===== src/rtl/fibo_bcd_ctrl.sv =====
// fibo_bcd_ctrl: sequencer for the BCD-I/O Fibonacci circuit.
// Takes a 2-digit BCD index, converts it to binary, runs an external
// fibonacci unit through its start/ready/done handshake, and converts the
// binary result back to BCD with a 1-bit-per-cycle double-dabble.
module fibo_bcd_ctrl #(
    parameter int FIB_W   = 21,
    parameter int BCD_DIG = 6,
    parameter int MAX_N   = 30,
    parameter int TIMEOUT = 255
) (
    input  logic                   clk,
    input  logic                   rst,
    input  logic                   start,
    input  logic [7:0]             bcd_in,
    output logic                   ready,
    output logic                   done_tick,
    output logic                   err,
    output logic [4*BCD_DIG-1:0]   bcd_out,
    output logic                   fib_start,
    output logic [5:0]             fib_i,
    input  logic                   fib_ready,
    input  logic                   fib_done,
    input  logic [FIB_W-1:0]       fib_val
);

    localparam int BCD_W = 4 * BCD_DIG;
    localparam int SH_W  = BCD_W + FIB_W;
    localparam int CNT_W = $clog2(FIB_W + 1);
    localparam int TMO_W = $clog2(TIMEOUT + 1);

    typedef enum logic [2:0] {
        IDLE, CONV, FSTART, FWAIT, DAB, DONE
    } state_t;

    state_t             state, state_nxt;
    logic [7:0]         bcd_lat;
    logic [SH_W-1:0]    sh;
    logic [SH_W-1:0]    sh_nxt;
    logic [CNT_W-1:0]   bit_cnt;
    logic [TMO_W-1:0]   tmo;
    logic               tmo_hit;
    logic               digit_bad;
    logic [6:0]         n_bin;
    logic               last_bit;

    // One double-dabble step: +3 on every BCD digit >= 5, then shift left.
    function automatic logic [SH_W-1:0] dab_step(input logic [SH_W-1:0] v);
        logic [SH_W-1:0] t;
        t = v;
        for (int d = 0; d < BCD_DIG; d++) begin
            if (t[FIB_W + 4*d +: 4] >= 4'd5)
                t[FIB_W + 4*d +: 4] = t[FIB_W + 4*d +: 4] + 4'd3;
        end
        return {t[SH_W-2:0], 1'b0};
    endfunction

    // Index decode and per-cycle helper signals.
    always_comb begin
        digit_bad = (bcd_lat[7:4] > 4'd9) || (bcd_lat[3:0] > 4'd9);
        n_bin     = {3'b000, bcd_lat[7:4]} * 7'd10 + {3'b000, bcd_lat[3:0]};
        // The start cycle counts as the first waited cycle, so the error
        // fires exactly TIMEOUT cycles after FSTART is entered.
        tmo_hit   = (tmo == TMO_W'(TIMEOUT - 1));
        sh_nxt    = dab_step(sh);
        last_bit  = (bit_cnt == CNT_W'(1));
    end

    // State register.
    always_ff @(posedge clk) begin
        if (rst)
            state <= IDLE;
        else
            state <= state_nxt;
    end

    // Next-state logic.
    always_comb begin
        state_nxt = state;
        case (state)
            IDLE:    if (start) state_nxt = CONV;
            CONV:    state_nxt = digit_bad ? DONE : FSTART;
            FSTART: begin
                if (fib_ready)    state_nxt = FWAIT;
                else if (tmo_hit) state_nxt = DONE;
            end
            FWAIT: begin
                if (fib_done)     state_nxt = DAB;
                else if (tmo_hit) state_nxt = DONE;
            end
            DAB:     if (last_bit) state_nxt = DONE;
            DONE:    state_nxt = IDLE;
            default: state_nxt = IDLE;
        endcase
    end

    // Moore-style outputs decoded from state; fib_start also qualified by fib_ready.
    always_comb begin
        ready     = (state == IDLE);
        done_tick = (state == DONE);
        fib_start = (state == FSTART) && fib_ready;
    end

    // Datapath: index latch, fib index, timeout counter, shifter and result.
    // bcd_out/err are loaded on the edge into DONE so they are valid with done_tick.
    always_ff @(posedge clk) begin
        if (rst) begin
            bcd_lat <= '0;
            fib_i   <= '0;
            tmo     <= '0;
            bit_cnt <= '0;
            bcd_out <= '0;
            err     <= 1'b0;
        end else begin
            case (state)
                IDLE: begin
                    if (start) bcd_lat <= bcd_in;
                end
                CONV: begin
                    tmo <= '0;
                    if (digit_bad) begin
                        bcd_out <= '0;
                        err     <= 1'b1;
                    end else begin
                        fib_i <= (n_bin > 7'(MAX_N)) ? 6'd31 : n_bin[5:0];
                    end
                end
                FSTART: begin
                    if (fib_ready) begin
                        tmo <= TMO_W'(1);
                    end else if (tmo_hit) begin
                        bcd_out <= '0;
                        err     <= 1'b1;
                    end else begin
                        tmo <= tmo + 1'b1;
                    end
                end
                FWAIT: begin
                    if (fib_done) begin
                        sh      <= {{BCD_W{1'b0}}, fib_val};
                        bit_cnt <= CNT_W'(FIB_W);
                    end else if (tmo_hit) begin
                        bcd_out <= '0;
                        err     <= 1'b1;
                    end else begin
                        tmo <= tmo + 1'b1;
                    end
                end
                DAB: begin
                    sh      <= sh_nxt;
                    bit_cnt <= bit_cnt - 1'b1;
                    if (last_bit) begin
                        bcd_out <= sh_nxt[SH_W-1 -: BCD_W];
                        err     <= 1'b0;
                    end
                end
                default: ;
            endcase
        end
    end

endmodule


===== config.mk =====
export PLATFORM = sky130hd
export DESIGN_NAME = fibo_bcd_ctrl
export DESIGN_NICKNAME = d
export VERILOG_FILES = /design/src/rtl/fibo_bcd_ctrl.sv
export SDC_FILE = /design/constraint.sdc
export NUM_CORES = 1
export LEC_CHECK = 0
export BUFFER_PORTS_ARGS = -buffer_cell sky130_fd_sc_hd__clkbuf_2
export CAP_MARGIN = 20
export CORE_MARGIN = 1.5
export CORE_UTILIZATION = 30
export DETAILED_ROUTE_END_ITERATION = 7
export REMOVE_ABC_BUFFERS = 1
export SLEW_MARGIN = 20
export SYNTH_ARGS = -nofsm -noshare
export SYNTH_HDL_FRONTEND = slang
export SYNTH_SLANG_ARGS = --single-unit

===== constraint.sdc =====
create_clock -name clk -period 4.6 [get_ports clk]
set_clock_uncertainty 0.05 [all_clocks]
set_input_delay 0 -clock clk [delete_from_list [all_inputs] [get_ports clk]]
set_output_delay 0 -clock clk [all_outputs]
set_load 0.03 [all_outputs]

# Word-level counts from Yosys, hierarchy flattened
# Index checks and enable logic that the tools add are counted.
# totals
regBits	100
output_inout_bits	34
word_cells	89
# classes
n_addsub	9
multipliers	1
order_cmp	9
n_eq_ne	13
muxes	34
bitwise_logic	2
reduce_logical	13
# op_table
cell	count
$mux W24	5
$pmux W24 S4	1
$pmux W45 S2	1
$mux W45	1
$ge A4 B3 Y1 const B	6
$mux W8	3
$pmux W8 S3	1
$mux W3	7
$add A4 B2 Y4 const B	5
$mux W4	5
$pmux W3 S5	1
$ne A2 B2 Y1 const B	6
$pmux W5 S2	1
$reduce_and A2 Y1	5
$add A8 B1 Y8 const B	1
$eq A8 B8 Y1 const B	1
$gt A4 B4 Y1 const B	2
$add A7 B4 Y7	1
$gt A7 B5 Y1 const B	1
$eq A3 B2 Y1 const B	2
$eq A3 B3 Y1 const B	2
$mul A4 B3 Y6 const B	1
$mux W6	1
$eq A5 B1 Y1 const B	1
15 further kinds	20

# Depth between registers and ports, before layout
# logic_depth
ltp_word	4
depth_mapped	8
ltp_nobuf	7

# Worst setup path after synthesis
# Ideal clock, no wire load.
# synth_path
path_kind	reg2reg
startpoint	register state[2]
endpoint	register sh[0] (enable)
arrival_ns	3.004
path_slack_ns	1.099
stages_incl_launch_ff	6
n_path_buf	2
cell_sequence	dfxtp_1 -> buf_2 -> nor3b_1 -> buf_2 -> a21oi_1 -> nor2_1
# synth_between
elab_chain_cells	3
elab_cells_between_ends	5
classes_between	eq/ne: 3; reduce/logical: 2
# synth_lines
item	line	rtl
from (decl)	35	state_t state, state_nxt;
from (signal assigned)	73	state <= state_nxt;
$eq A3 B2 Y1 / $eq A3 B3 Y1 (equally long branches)	114	case (state)
$ne A2 B2 Y1 (no line) / $reduce_bool A2 Y1 (equally long branches)	-	
$reduce_and A3 Y1 (no line) *	-	
to (signal assigned)	139	sh <= {{BCD_W{1'b0}}, fib_val};
to (signal assigned)	149	sh <= sh_nxt;
to (decl)	37	logic [SH_W-1:0] sh;
# Every way passes the cells marked *; elsewhere a longest branch is shown, timed or not.
# A chain may end at the register's enable or synchronous reset.

# Worst setup path after layout
# layout_path
startpoint	register state[2]
endpoint	register sh[32] (enable)
# The elaborated chain is that of the path after synthesis.

==> qor.json <==
{
  "worst_pin_slew_ns": 0.911,
  "global_route.usage.met3": 0.0274,
  "crit_path_max_incr_delay_ns": 0.75,
  "wl_per_cell_um": 12.5,
  "cp.buffers_inverters": 2,
  "tritoncts": "done",
  "min_period_ns": 2.91,
  "grt_first_pass_wirelength_mm": 17.7,
  "final_max_slew_viol_count": 0,
  "antenna_left": 0,
  "crit-reg2reg-launch": "state[2]",
  "core_um2": 16000,
  "placed_cells_incl_taps": 794,
  "setup_violations": 0,
  "post_synth_main_area_contributors": "edfxtp_1 (27%), dfxtp_1 (22%), nand2_1 (8.7%)",
  "critical_path_depth": 5,
  "static-leakage-power_uw": 0.00260,
  "cts.clk_slew.worst_paths_ns": 0.07,
  "place_worst_setup_slack_ns": 1.62,
  "finish.cell_count_without_fillers": 840,
  "cts.sink_count": 100,
  "path_cells": "nor3b_2 > buf_4 > a21oi_1 > nor2_4 > buf_4",
  "die_height_um": 131,
  "ctsRootBufferMaster": "clkbuf_16",
  "crit_fanout": 38,
  "global_route.overflow_total": 0,
  "critPathRequiredTime_ns": 4.59,
  "max_freq_mhz": 343,
  "global_route.peak_usage_layer": "met2",
  "post_synth_instance_area_um2": 4940,
  "post-synth-top-area-fraction": 0.273,
  "drt_iter0_markers": 190,
  "dieWidth_um": 131,
  "flow.area_growth_from_synthesis_pct": 22.6,
  "use_met1": 0.150,
  "initial_antenna_violation_count": 0,
  "endpoint": "sh[32]",
  "largest_net_degree_at_the_start_of_global_routing": 58,
  "path_class": "flop to flop",
  "synth_area_leader_cell": "edfxtp_1",
  "crit_path_start_kind": "flop",
  "detail_route.first_pass.iterations": 4,
  "normalized_max_slew_margin": 0.391,
  "finalWorstSetupSlack_ns": 1.69,
  "synth_seq_area_share": 0.496,
  "cts_htree_levels": 3,
  "vias_per_cell": 4.66,
  "drt_drc_violations_left": 0,
  "crit_family": "simple AND/OR/NAND/NOR gates",
  "cts_setup_buffers": 0,
  "critical_path_arrival_ns": 2.90,
  "drive_gt1_frac": 0.162,
  "first_global_vias": 3868,
  "maxCapViolCount": 0,
  "cts_resized": 0,
  "post_route_clock_period_utilization": 0.633,
  "initial_utilization": 0.309,
  "post_synth_num_cell_types": 47,
  "num-nets-final": 677,
  "antenna-diode-count": 0,
  "timing.final.hold_violations": 0,
  "post_synth_inst_count": 530,
  "async_sr_flop_fraction": 0,
  "ys_ff_latch": 100,
  "grt_use_total": 0.126,
  "worstSkewPairLatency_ns": 0.34,
  "die_area_um2": 17300,
  "path_common_cell": "buf_4",
  "io_pins": 68,
  "kind_of_path_behind_the_tightest_hold_check": "input port to flop",
  "power.total_uw": 2090,
  "worst-r2r-cell-count": 5,
  "ys.flop_type": "dfxtp_1",
  "std_cell_rows": 46,
  "cts-buffers-inserted": 9,
  "critical_path.endpoint_type": "flop",
  "vdd.ir_drop.worst_mv": 0.179,
  "detail_route.wirelength_mm": 10.5,
  "syn_avg_cell_area_um2": 9.33,
  "min_from": "fib_done",
  "setup_tns_ns": 0,
  "detailed_place_hpwl_mm": 7.24,
  "groute.layer.met2.usage": 0.218,
  "critical-path-slowest-cell": "nor2_4",
  "port_buffers": 67,
  "setup.reg_to_reg.worst_slack_ns": 1.69,
  "synth-edff-count": 45,
  "ys.warnings.count": 0,
  "rsz_0062_raised_after_global_routing": "no",
  "status": "finished, final reports clean",
  "cellPowerDensity_nw_per_um2": 345,
  "gp_routability_congestion": 0.803,
  "r2r_end": "sh[32]",
  "via_count": 3911,
  "max-clock-path-buffers": 2,
  "cp-startpoint": "state[2]"
}
layout by cell type (no fill, tap or decap), drive strengths merged, types with 13 or more instances in the layout:
cell	n
ha	22
dlygate4sd3	29
a21oi	39
nor3	13
edfxtp	45
nand2	115
clkbuf	77
o21ai	17
dfxtp	55
nor2	72
inv	18
mux2i	30
synthesized netlist by cell type (2+ instances only):
| library cell | count |
|---|---|
| nand2_1 | 115 |
| nor2_1 | 72 |
| dfxtp_1 | 55 |
| edfxtp_1 | 45 |
| a21oi_1 | 39 |
| mux2i_1 | 30 |
| ha_1 | 22 |
| inv_1 | 18 |
| o21ai_0 | 16 |
| nor3_1 | 12 |
| clkbuf_1 | 11 |
| nand2b_1 | 9 |
| nand3_1 | 9 |
| buf_2 | 8 |
| a211oi_1 | 7 |
| xor2_1 | 7 |
| mux2_2 | 6 |
| a21o_1 | 5 |
| and2_1 | 5 |
| a311oi_1 | 3 |
| and3_1 | 3 |
| nor3b_1 | 3 |
| or3b_1 | 3 |
| buf_12 | 2 |
| fa_1 | 2 |
| or2_2 | 2 |
metrics by stage:
| stage | hold slack (ns) | area [µm²] | util |
|---|---|---|---|
| final | 0.0628 | 6060 | 0.379 |
| after global routing | 0.115 | 6060 | 0.379 |
| after CTS | 0.0239 | 6030 | 0.377 |
| after detailed placement | 0.179 | 5460 | 0.341 |
| after global placement | 0.177 | 5460 | 0.341 |
| after floorplan | 0.0162 | 4810 | - |
per-layer routing:
layer  vias up  share of wire
li1       1987              -
met1      1825           0.45
met2        85           0.50
met3        14          0.038
met4         0          0.018
met5         -              0
repair_timing:
item                       in CTS  in global routing
hold buffers                   29                  0
setup endpoints to repair       0                  0
hold endpoints to repair       29                  0
sequential cells by signal (all words and copies together) (netlist names):
signal	count
fib_i	6
state	3
sh	45
err	1
bit_cnt	5
tmo	8
bcd_out	24
bcd_lat	8
how the worst min path moves through the flow:
| stage | endpoint | cells past startpoint |
|---|---|---|
| 4_1_cts | tmo[0] | 4 |
| 3_5_place_dp | bcd_lat[6] | 3 |
| 2_1_floorplan | err | 1 |
| 3_3_place_gp | bcd_lat[3] | 3 |
| 5_1_grt | state[0] | 4 |
| 6_report | tmo[0] | 4 |
cell families after synthesis:
family / share of synthesized area
AO/OA/AOI/OAI: 0.102
AND/OR/NAND/NOR: 0.209
adder cells (fa/ha/maj): 0.0638
XOR/XNOR: 0.0142
multiplexers: 0.0744
flip-flops: 0.496
buffers and inverters: 0.0405
area by class of cell:
class | instances | area, µm²
fill | 1661 | 9940
timing repair buffer | 101 | 683
multi-input combinational | 389 | 2300
inverter | 18 | 67.6
sequential | 100 | 2450
tap | 216 | 270
clock inverter | 6 | 55.1
clock buffer | 10 | 229
power breakdown:
part,switching (µW),total [µW],internal [µW]
logic,207,354,147
clock network,321,737,416
registers,36.7,1000,964
total,564,2090,1530
worst reg2reg max path, cell delays in order (launching register included):
cell and delay [ns]:
dfxtp_1 0.59, nor3b_2 0.24, buf_4 0.38, a21oi_1 0.23, nor2_4 0.75, buf_4 0.36
Power figures use the tool's default switching activity.
